<file path="config.mk">
export PLATFORM = sky130hd
export DESIGN_NAME = plant_emulator
export DESIGN_NICKNAME = d
export VERILOG_FILES = /design/src/rtl/plant_emulator.sv
export SDC_FILE = /design/constraint.sdc
export NUM_CORES = 1
export LEC_CHECK = 0
export ABC_AREA = 1
export BUFFER_PORTS_ARGS = -buffer_cell sky130_fd_sc_hd__buf_2
export CAP_MARGIN = 10
export CORE_MARGIN = 10
export CORE_UTILIZATION = 47
export DETAILED_ROUTE_END_ITERATION = 6
export PLACE_DENSITY = 0.7
export RECOVER_POWER = 50
export SYNTH_ARGS = -nofsm -noshare
export SYNTH_HDL_FRONTEND = slang
export SYNTH_SLANG_ARGS = --single-unit
</file>
<file path="constraint.sdc">
create_clock -name clk -period 3.57 [get_ports clk]
set_input_delay 0.1785 -clock clk [delete_from_list [all_inputs] [get_ports clk]]
set_output_delay 0.1785 -clock clk [all_outputs]
set_load 0.02 [all_outputs]
</file>
<file path="src/rtl/plant_emulator.sv">
// rtl/plant_emulator.sv - first-order-lag plant with transport delay for closing a PID loop
//
// Purpose:
//   Discrete-time plant driven by a controller output. Each prescaled sample
//   tick shifts control_in into a DELAY-deep delay line and feeds the oldest
//   entry into a first-order lag: acc += u - (acc >> TAU_SHIFT). The plant
//   output is acc >> TAU_SHIFT.
//
// Optional feature macro:
//   PLANT_NOISE_EN - adds +/-1 LSB pseudo-random noise from an 8-bit LFSR to
//                    feedback_out (clamped to 0..2^WIDTH-1). Settle detection
//                    always uses the noise-free value.
//
// Ports:
//   clk          in   clock
//   rst_n        in   asynchronous active-low reset
//   ena          in   run enable; all state freezes while low
//   control_in   in   controller output (unsigned, WIDTH)
//   feedback_out out  registered plant output (unsigned, WIDTH)
//   sample_tick  out  one-cycle pulse on each plant update
//   valid        out  delay line primed (state RUN)
//   settled      out  output equalled delayed input for 8 consecutive ticks

module plant_emulator #(
  parameter int WIDTH     = 8,
  parameter int DELAY     = 4,
  parameter int PRESCALE  = 16,
  parameter int TAU_SHIFT = 3
) (
  input  logic             clk,
  input  logic             rst_n,
  input  logic             ena,
  input  logic [WIDTH-1:0] control_in,
  output logic [WIDTH-1:0] feedback_out,
  output logic             sample_tick,
  output logic             valid,
  output logic             settled
);

  localparam int AW = WIDTH + TAU_SHIFT;
  localparam int PW = $clog2(PRESCALE);
  localparam int FW = $clog2(DELAY + 1);
  localparam logic [PW-1:0] PTERM = PW'(PRESCALE - 1);
  localparam logic [FW-1:0] FLAST = FW'(DELAY - 1);

  typedef enum logic {FILL, RUN} state_e;

  state_e           state_q, state_d;
  logic [PW-1:0]    pcnt_q, pcnt_d;
  logic [FW-1:0]    fcnt_q, fcnt_d;
  logic [3:0]       scnt_q, scnt_d;
  logic [AW-1:0]    acc_q, acc_d;
  logic [WIDTH-1:0] fb_q, fb_d;
  logic             tick_q;
  logic [WIDTH-1:0] d_q [DELAY];

  logic             tick;
  logic [WIDTH-1:0] u;
  logic signed [AW:0] diff;
  logic [WIDTH-1:0] fb_clean;

`ifdef PLANT_NOISE_EN
  logic [7:0]           lfsr_q, lfsr_d;
  logic signed [WIDTH+1:0] noise;
  logic signed [WIDTH+1:0] fb_sum;
`endif

  // Prescaler and plant datapath.
  always_comb begin
    tick   = ena && (pcnt_q == PTERM);
    pcnt_d = pcnt_q;
    if (ena) pcnt_d = tick ? '0 : pcnt_q + PW'(1);

    // During FILL the delay line still holds reset zeros; gating keeps u
    // defined as zero regardless.
    u = (state_q == RUN) ? d_q[DELAY-1] : '0;

    // Signed difference one bit wider than acc; the result is provably
    // non-negative, so the sign-bit guard never fires in practice.
    diff = $signed({1'b0, acc_q})
         + $signed({{(AW+1-WIDTH){1'b0}}, u})
         - $signed({1'b0, acc_q >> TAU_SHIFT});
    acc_d    = tick ? (diff[AW] ? '0 : diff[AW-1:0]) : acc_q;
    fb_clean = acc_d[AW-1:TAU_SHIFT];

    // Settle counter compares the new noise-free output with this tick's u.
    scnt_d = scnt_q;
    if (tick) begin
      if (fb_clean == u) scnt_d = (scnt_q == 4'd8) ? 4'd8 : scnt_q + 4'd1;
      else               scnt_d = 4'd0;
    end

`ifdef PLANT_NOISE_EN
    lfsr_d = tick ? {lfsr_q[6:0], lfsr_q[7] ^ lfsr_q[5] ^ lfsr_q[4] ^ lfsr_q[3]} : lfsr_q;
    noise  = '0;
    if (lfsr_d[1:0] == 2'b00)      noise = '1;  // -1
    else if (lfsr_d[1:0] == 2'b11) noise = (WIDTH+2)'(1);
    fb_sum = $signed({2'b00, fb_clean}) + noise;
    fb_d   = fb_q;
    if (tick) begin
      if (fb_sum[WIDTH+1])  fb_d = '0;
      else if (fb_sum[WIDTH]) fb_d = '1;
      else                  fb_d = fb_sum[WIDTH-1:0];
    end
`else
    fb_d = tick ? fb_clean : fb_q;
`endif
  end

  // FILL/RUN state machine: next state.
  always_comb begin
    state_d = state_q;
    fcnt_d  = fcnt_q;
    if (tick && state_q == FILL) begin
      fcnt_d = fcnt_q + FW'(1);
      if (fcnt_q == FLAST) state_d = RUN;
    end
  end

  always_ff @(posedge clk or negedge rst_n) begin
    if (!rst_n) begin
      state_q <= FILL;
      pcnt_q  <= '0;
      fcnt_q  <= '0;
      scnt_q  <= '0;
      acc_q   <= '0;
      fb_q    <= '0;
      tick_q  <= 1'b0;
      for (int i = 0; i < DELAY; i++) d_q[i] <= '0;
    end else begin
      state_q <= state_d;
      pcnt_q  <= pcnt_d;
      fcnt_q  <= fcnt_d;
      scnt_q  <= scnt_d;
      acc_q   <= acc_d;
      fb_q    <= fb_d;
      tick_q  <= tick;
      if (tick) begin
        d_q[0] <= control_in;
        for (int i = 1; i < DELAY; i++) d_q[i] <= d_q[i-1];
      end
    end
  end

`ifdef PLANT_NOISE_EN
  always_ff @(posedge clk or negedge rst_n) begin
    if (!rst_n) lfsr_q <= 8'hA5;
    else        lfsr_q <= lfsr_d;
  end
`endif

  assign feedback_out = fb_q;
  assign sample_tick  = tick_q;
  assign valid        = (state_q == RUN);
  assign settled      = (state_q == RUN) && (scnt_q == 4'd8);

endmodule

</file>
Word level (Yosys, flattened, before mapping)

Cells that the tools add are included.

Register bits after elaboration: 64
Input bits: 11
Logic and storage cells: 32
Output and inout port bits: 11

Reductions and logical operators: 4
Equal/unequal tests: 4
Bitwise logic cells: 1
Add/sub/neg operators: 5
Mux-type cells: 6

Operators by type and width:

| cell                  | number |
|---|---|
| $mux W11              | 2 |
| $add A11 B8 Y12       | 1 |
| $mux W4               | 3 |
| $sub A12 B9 Y12       | 1 |
| $add A4 B1 Y4 const B | 2 |
| $eq A4 B4 Y1 const B  | 2 |
| $eq A8 B8 Y1          | 1 |
| $mux W8               | 1 |
| $add A3 B1 Y3 const B | 1 |
| $eq A3 B2 Y1 const B  | 1 |
| $logic_and A1 B1 Y1   | 3 |
| $reduce_and A2 Y1     | 1 |
| $not A1 Y1            | 1 |

Logic depth before layout (Yosys ltp)

Depth after elaboration: 7
Depth in mapped cells: 23
Depth with buffers taken out: 22

Least setup slack after synthesis

No wires, ideal clock.

Path kind: reg-to-reg
From: register state_q, in the netlist valid
To: register scnt_q[2]
Path buffers: 1
Library setup time: 0.065 ns
Data required time: 3.505 ns
Data arrival time: 2.882 ns
Setup slack: 0.623 ns
Period minus slack after synthesis: 2.947 ns
Stages on the path, launching flop included: 23
Cell sequence: dfrtp_1 > clkbuf_1 > nand2_1 > fa_1 > inv_1 > ha_1 > nand2_2 > inv_1 > nand2_1 > nand2_2 > nand2_2 > nand3_2 > nand2_2 > nand2_4 > nand2_2 > nand2_2 > nand2_1 > nand2_1 > nand2_1 > nand2_1 > nor2_2 > nand3_1 > nand2_1

Word-level cells in the longest chain between the ends: 7

RTL lines:

| item                     | RTL line | RTL |
|---|---|---|
| start: declaration       | 48       | `state_e state_q, state_d;` |
| start signal: assignment | 131      | `state_q <= state_d;` |
| $mux W8 *                | 76       | `u = (state_q == RUN) ? d_q[DELAY-1] : '0;` |
| $add A11 B8 Y12          | 81       | `+ $signed({{(AW+1-WIDTH){1'b0}}, u})` |
| $sub A12 B9 Y12          | 82       | `- $signed({1'b0, acc_q >> TAU_SHIFT});` |
| $mux W11 (2 in series)   | 83       | `acc_d = tick ? (diff[AW] ? '0 : diff[AW-1:0]) : acc_q;` |
| $eq A8 B8 Y1 *           | 89       | `if (fb_clean == u) scnt_d = (scnt_q == 4'd8) ? 4'd8 : scnt_q + 4'd1;` |
| $mux W4 *                | 89       |  |
| end signal: assignment   | 134      | `scnt_q <= scnt_d;` |
| end: declaration         | 51       | `logic [3:0] scnt_q, scnt_d;` |

Mark *: on every way between the ends. The rest lies on a longest branch, timed or not.
A chain may end at the register's enable or synchronous reset.

Final worst setup path

From: register state_q, in the netlist valid
To: register scnt_q[0]

Same word-level chain as after synthesis.

==> qor.log <==
[die] floorplan core area 0.00773 mm^2
[final_layout] layout overhead on the synthesized area 10.2%
[min_path] worst min path class in -> reg
[setup_path] flop-to-flop setup slack 0.45 ns
[placed_design] worst slack at placement 0.463 ns
[clock_network] CTS H-tree lvls 3
[run] number of max-cap violations 1
[clock_network] # hold bufs at CTS 0
[sta] final hold vios 0
[route] per-cell routed wire length 11.9 um
[sta] Worst Max-Slew Pin Slew 2.27 ns
[setup_path] r2r endpoint scnt_q[0]
[setup_path] worst endpoint required time 3.85 ns
[sta] Layout Skew 0.0107 ns
[clock_network] Clock Tree Root sky130_fd_sc_hd__clkbuf_8
[final_layout] post-route insts no fill 592
[setup_path] crit start category flop
[setup_path] reg-to-reg critical path startpoint valid
[setup_path] CP max-delay cell sky130_fd_sc_hd__dfrtp_1
[final_layout] multi-input combinational cell area 0.00175 mm^2
[setup_path] critical path cell sequence nand2_1 -> fa_1 -> inv_1 -> ha_1 -> nand2_2 -> inv_1 -> nand2_1 -> nand2_2 -> nand2_2 -> nand3_2 -> nand2_2 -> nand2_4 -> nand2_2 -> nand2_2 -> nand2_1 -> nand2_1 -> nand2_1 -> nand2_1 -> nor2_2 -> nand3_1 -> nand2_1
[route] number of violations reported at the end of detailed-routing iteration 0 89
[global_route] total grt overflow 0
[die] io pins 22
[placed_design] DP Wirelength 5260 um
[run_status] failing checks capacitance limit, slew limit
[clock_network] Clk pin slew, worst setup/hold paths 0.07 ns
[sta] Peak Freq 320 MHz
[synthesis] average size of a mapped cell 8.10 um^2
[die] initial core utilization 48.4%
[setup_path] type of element capturing the critical path flop
[clock_network] buffers inserted during post-CTS setup optimization 0
[setup_path] Crit path largest cell delay 0.52 ns
[setup_path] crit path DAT 3.40 ns
[sta] final setup violation count 0
[synthesis] number of warnings reported in the yosys synthesis log 0
[placed_design] final RePlAce weighted congestion 0.942
[placed_design] count of buffers inserted at the top-level ports 21
[clock_network] CTS tree yes
[route] total iterations of the first detailed-routing run 4
[sta] Max-slew headroom -51.1%
[global_route] busiest layer in global routing met2
[synthesis] Syn Std Cell Area 0.00374 mm^2
[final_layout] Nets 521
[synthesis] share of the yosys chip area belonging to registers 42.8%
[final_layout] fraction of final layout cells with drive strength greater than 1 14.9%
[route] number of vias in the routed layout 2784
[sta] max-slew violations 44
[global_route] largest net degree at the start of global routing 50
[die] # rows 32
[synthesis] post-synth cell types 33
[synthesis] flip-flop and latch count after synthesis 64
[placed_design] number of cells after detailed placement 576
[final_layout] total inserted antenna cells 0
[global_route] number of global-route vias before repair 2628
[setup_path] Worst path most repeated cell sky130_fd_sc_hd__nand2_1
[die] full die area 0.0119 mm^2
[global_route] global-route wire length before repair 12100 um
[clock_network] maximum buffer depth of the clock tree 2
[clock_network] clock sinks 64
[setup_path] worst setup path class reg -> reg
[sta] summed negative setup slack over all endpoints 0 ns
[sta] clock period minus final worst setup slack 3.12 ns
[final_layout] commonest cells after routing, fill and taps aside 138 x sky130_fd_sc_hd__nand2_1, 81 x sky130_fd_sc_hd__inv_1, 64 x sky130_fd_sc_hd__dfrtp_1
[setup_path] worst-case reg-to-reg path depth 21
[setup_path] maximum fanout count along the critical path 10
[sta] setup slack after layout 0.450 ns
[final_layout] number of inserted filler cells in the final layout 727
[route] Antenna Nets Post-Route 0
[route] drc violations 0
[global_route] met3 track demand over resource in global routing 3.72%
[route] aggregate routed wire length 7020 um
[route] Vias per Instance 4.70
[final_layout] most frequent standard cell in the layout excluding fill and tap cells sky130_fd_sc_hd__nand2_1
[clock_network] number of cells upsized or downsized after cts 0
[sta] RSZ-0062 raised after global routing false
[die] die extent in x 109 um
[min_path] WHS Endpoint d_q[31]
[min_path] Cells on Worst Hold Path 3
[synthesis] post-synth net total 498
[sta] portion of the clock cycle consumed by the worst path in the final layout 87.4%
[clock_network] number of buffers created by CTS 9
[global_route] met2 routing resource usage after global routing 21.0%
[run_status] status finished, violations left
[global_route] met1 capacity usage during global routing 15.4%
[synthesis] cells after synthesis 462
[global_route] antenna violations before repair 0
[global_route] Overall Global Routing Usage 12.6%
[final_layout] combined flip-flop and latch cell area 0.00160 mm^2
[min_path] worst hold start control_in[7]
[clock_network] insertion delay to the later sink of the worst-skew pair 0.34 ns
[die] die height 109 um
-- cells in the mapped netlist --
library cell | instances | area share [%]
sky130_fd_sc_hd__inv_2 | 3 | 0.30
sky130_fd_sc_hd__xor2_1 | 6 | 1.4
sky130_fd_sc_hd__or2_1 | 1 | 0.17
sky130_fd_sc_hd__o21a_1 | 8 | 1.6
sky130_fd_sc_hd__xnor2_1 | 2 | 0.47
sky130_fd_sc_hd__nand2_2 | 22 | 3.7
sky130_fd_sc_hd__buf_2 | 4 | 0.54
sky130_fd_sc_hd__nand3b_1 | 6 | 1.2
sky130_fd_sc_hd__fa_1 | 8 | 4.3
sky130_fd_sc_hd__nand3_2 | 2 | 0.54
sky130_fd_sc_hd__o21ai_0 | 34 | 4.5
sky130_fd_sc_hd__nand4_2 | 1 | 0.33
sky130_fd_sc_hd__or2_2 | 1 | 0.17
sky130_fd_sc_hd__a21oi_4 | 1 | 0.43
sky130_fd_sc_hd__nand3_1 | 20 | 2.7
sky130_fd_sc_hd__clkinv_1 | 1 | 0.10
sky130_fd_sc_hd__o22ai_1 | 2 | 0.33
sky130_fd_sc_hd__mux2_2 | 2 | 0.60
sky130_fd_sc_hd__nand3_4 | 1 | 0.47
sky130_fd_sc_hd__ha_1 | 17 | 5.7
sky130_fd_sc_hd__nor2_1 | 11 | 1.1
sky130_fd_sc_hd__clkbuf_1 | 4 | 0.40
sky130_fd_sc_hd__nor2_4 | 2 | 0.60
sky130_fd_sc_hd__nand2_4 | 2 | 0.60
sky130_fd_sc_hd__nand4_1 | 5 | 0.84
sky130_fd_sc_hd__inv_1 | 82 | 8.2
sky130_fd_sc_hd__o21ai_1 | 1 | 0.13
sky130_fd_sc_hd__buf_4 | 3 | 0.60
sky130_fd_sc_hd__buf_6 | 1 | 0.30
sky130_fd_sc_hd__nor2_2 | 2 | 0.33
sky130_fd_sc_hd__nand2_1 | 138 | 14
sky130_fd_sc_hd__a21oi_1 | 5 | 0.67
sky130_fd_sc_hd__dfrtp_1 | 64 | 43
-- logic make-up (layout without fill, tap and decap cells) --
kind of cell / count (synthesis) / in the layout / synth area share [%]
adder cells (fa/ha/maj): 25 / 25 / 9.97
multiplexers: 2 / 2 / 0.602
buffers and inverters: 98 / 126 / 10.5
XOR/XNOR: 8 / 8 / 1.87
AND/OR/NAND/NOR: 214 / 214 / 26.6
flip-flops: 64 / 64 / 42.8
AO/OA/AOI/OAI: 51 / 51 / 7.73
-- how the worst max path moves through the flow --
| stage | startpoint | cells past startpoint | end | slack (ns) |
|---|---|---|---|---|
| after floorplan | valid | 22 | scnt_q[2] | 0.62 |
| after global placement | valid | 21 | scnt_q[1] | 0.52 |
| after detailed placement | valid | 21 | scnt_q[2] | 0.46 |
| after CTS | valid | 21 | scnt_q[2] | 0.46 |
| after global routing | valid | 21 | scnt_q[1] | 0.17 |
| final | valid | 21 | scnt_q[0] | 0.45 |
-- final cells by class --
type	instances	share of cell area (%)
multi-input combinational	300	42.4
timing repair buffer	24	2.85
tap	102	3.10
inverter	86	7.83
clock buffer	10	3.34
clock inverter	6	1.64
sequential	64	38.8
-- critical path: cells and delay by family, from the launching register on --
family                   cells  cell delay, ns
adder cells (fa/ha/maj)      2            0.86
AND/OR/NAND/NOR             17            1.59
buffers and inverters        2            0.08
flip-flops                   1            0.52
-- state kept, by name, summed over array words and instances (netlist names) --
name and flops:
d_q 32, acc_q 11, feedback_out 8, pcnt_q 4
scnt_q 4, fcnt_q 3, sample_tick 1, valid 1
-- routing by layer --
| metal | up-vias | part of all wire (%) |
|---|---|---|
| met5 | - | 0 |
| met4 | 0 | 1.2 |
| met3 | 9 | 2.5 |
| met2 | 32 | 48 |
| met1 | 1283 | 48 |
| li1 | 1460 | - |
-- metrics by stage --
step	hold slack, ns	area, um^2	utilization, %
6_report	0.0511	4120	53.4
5_1_grt	0.0463	4120	53.4
4_1_cts	0.0155	4130	53.5
3_5_place_dp	0.387	3930	50.8
3_3_place_gp	0.385	3930	50.8
2_1_floorplan	-0.117	3740	-
Power is left out: the tool's default activity adds up to more than one toggle a clock period on the data nets, which glitch-free logic cannot reach.
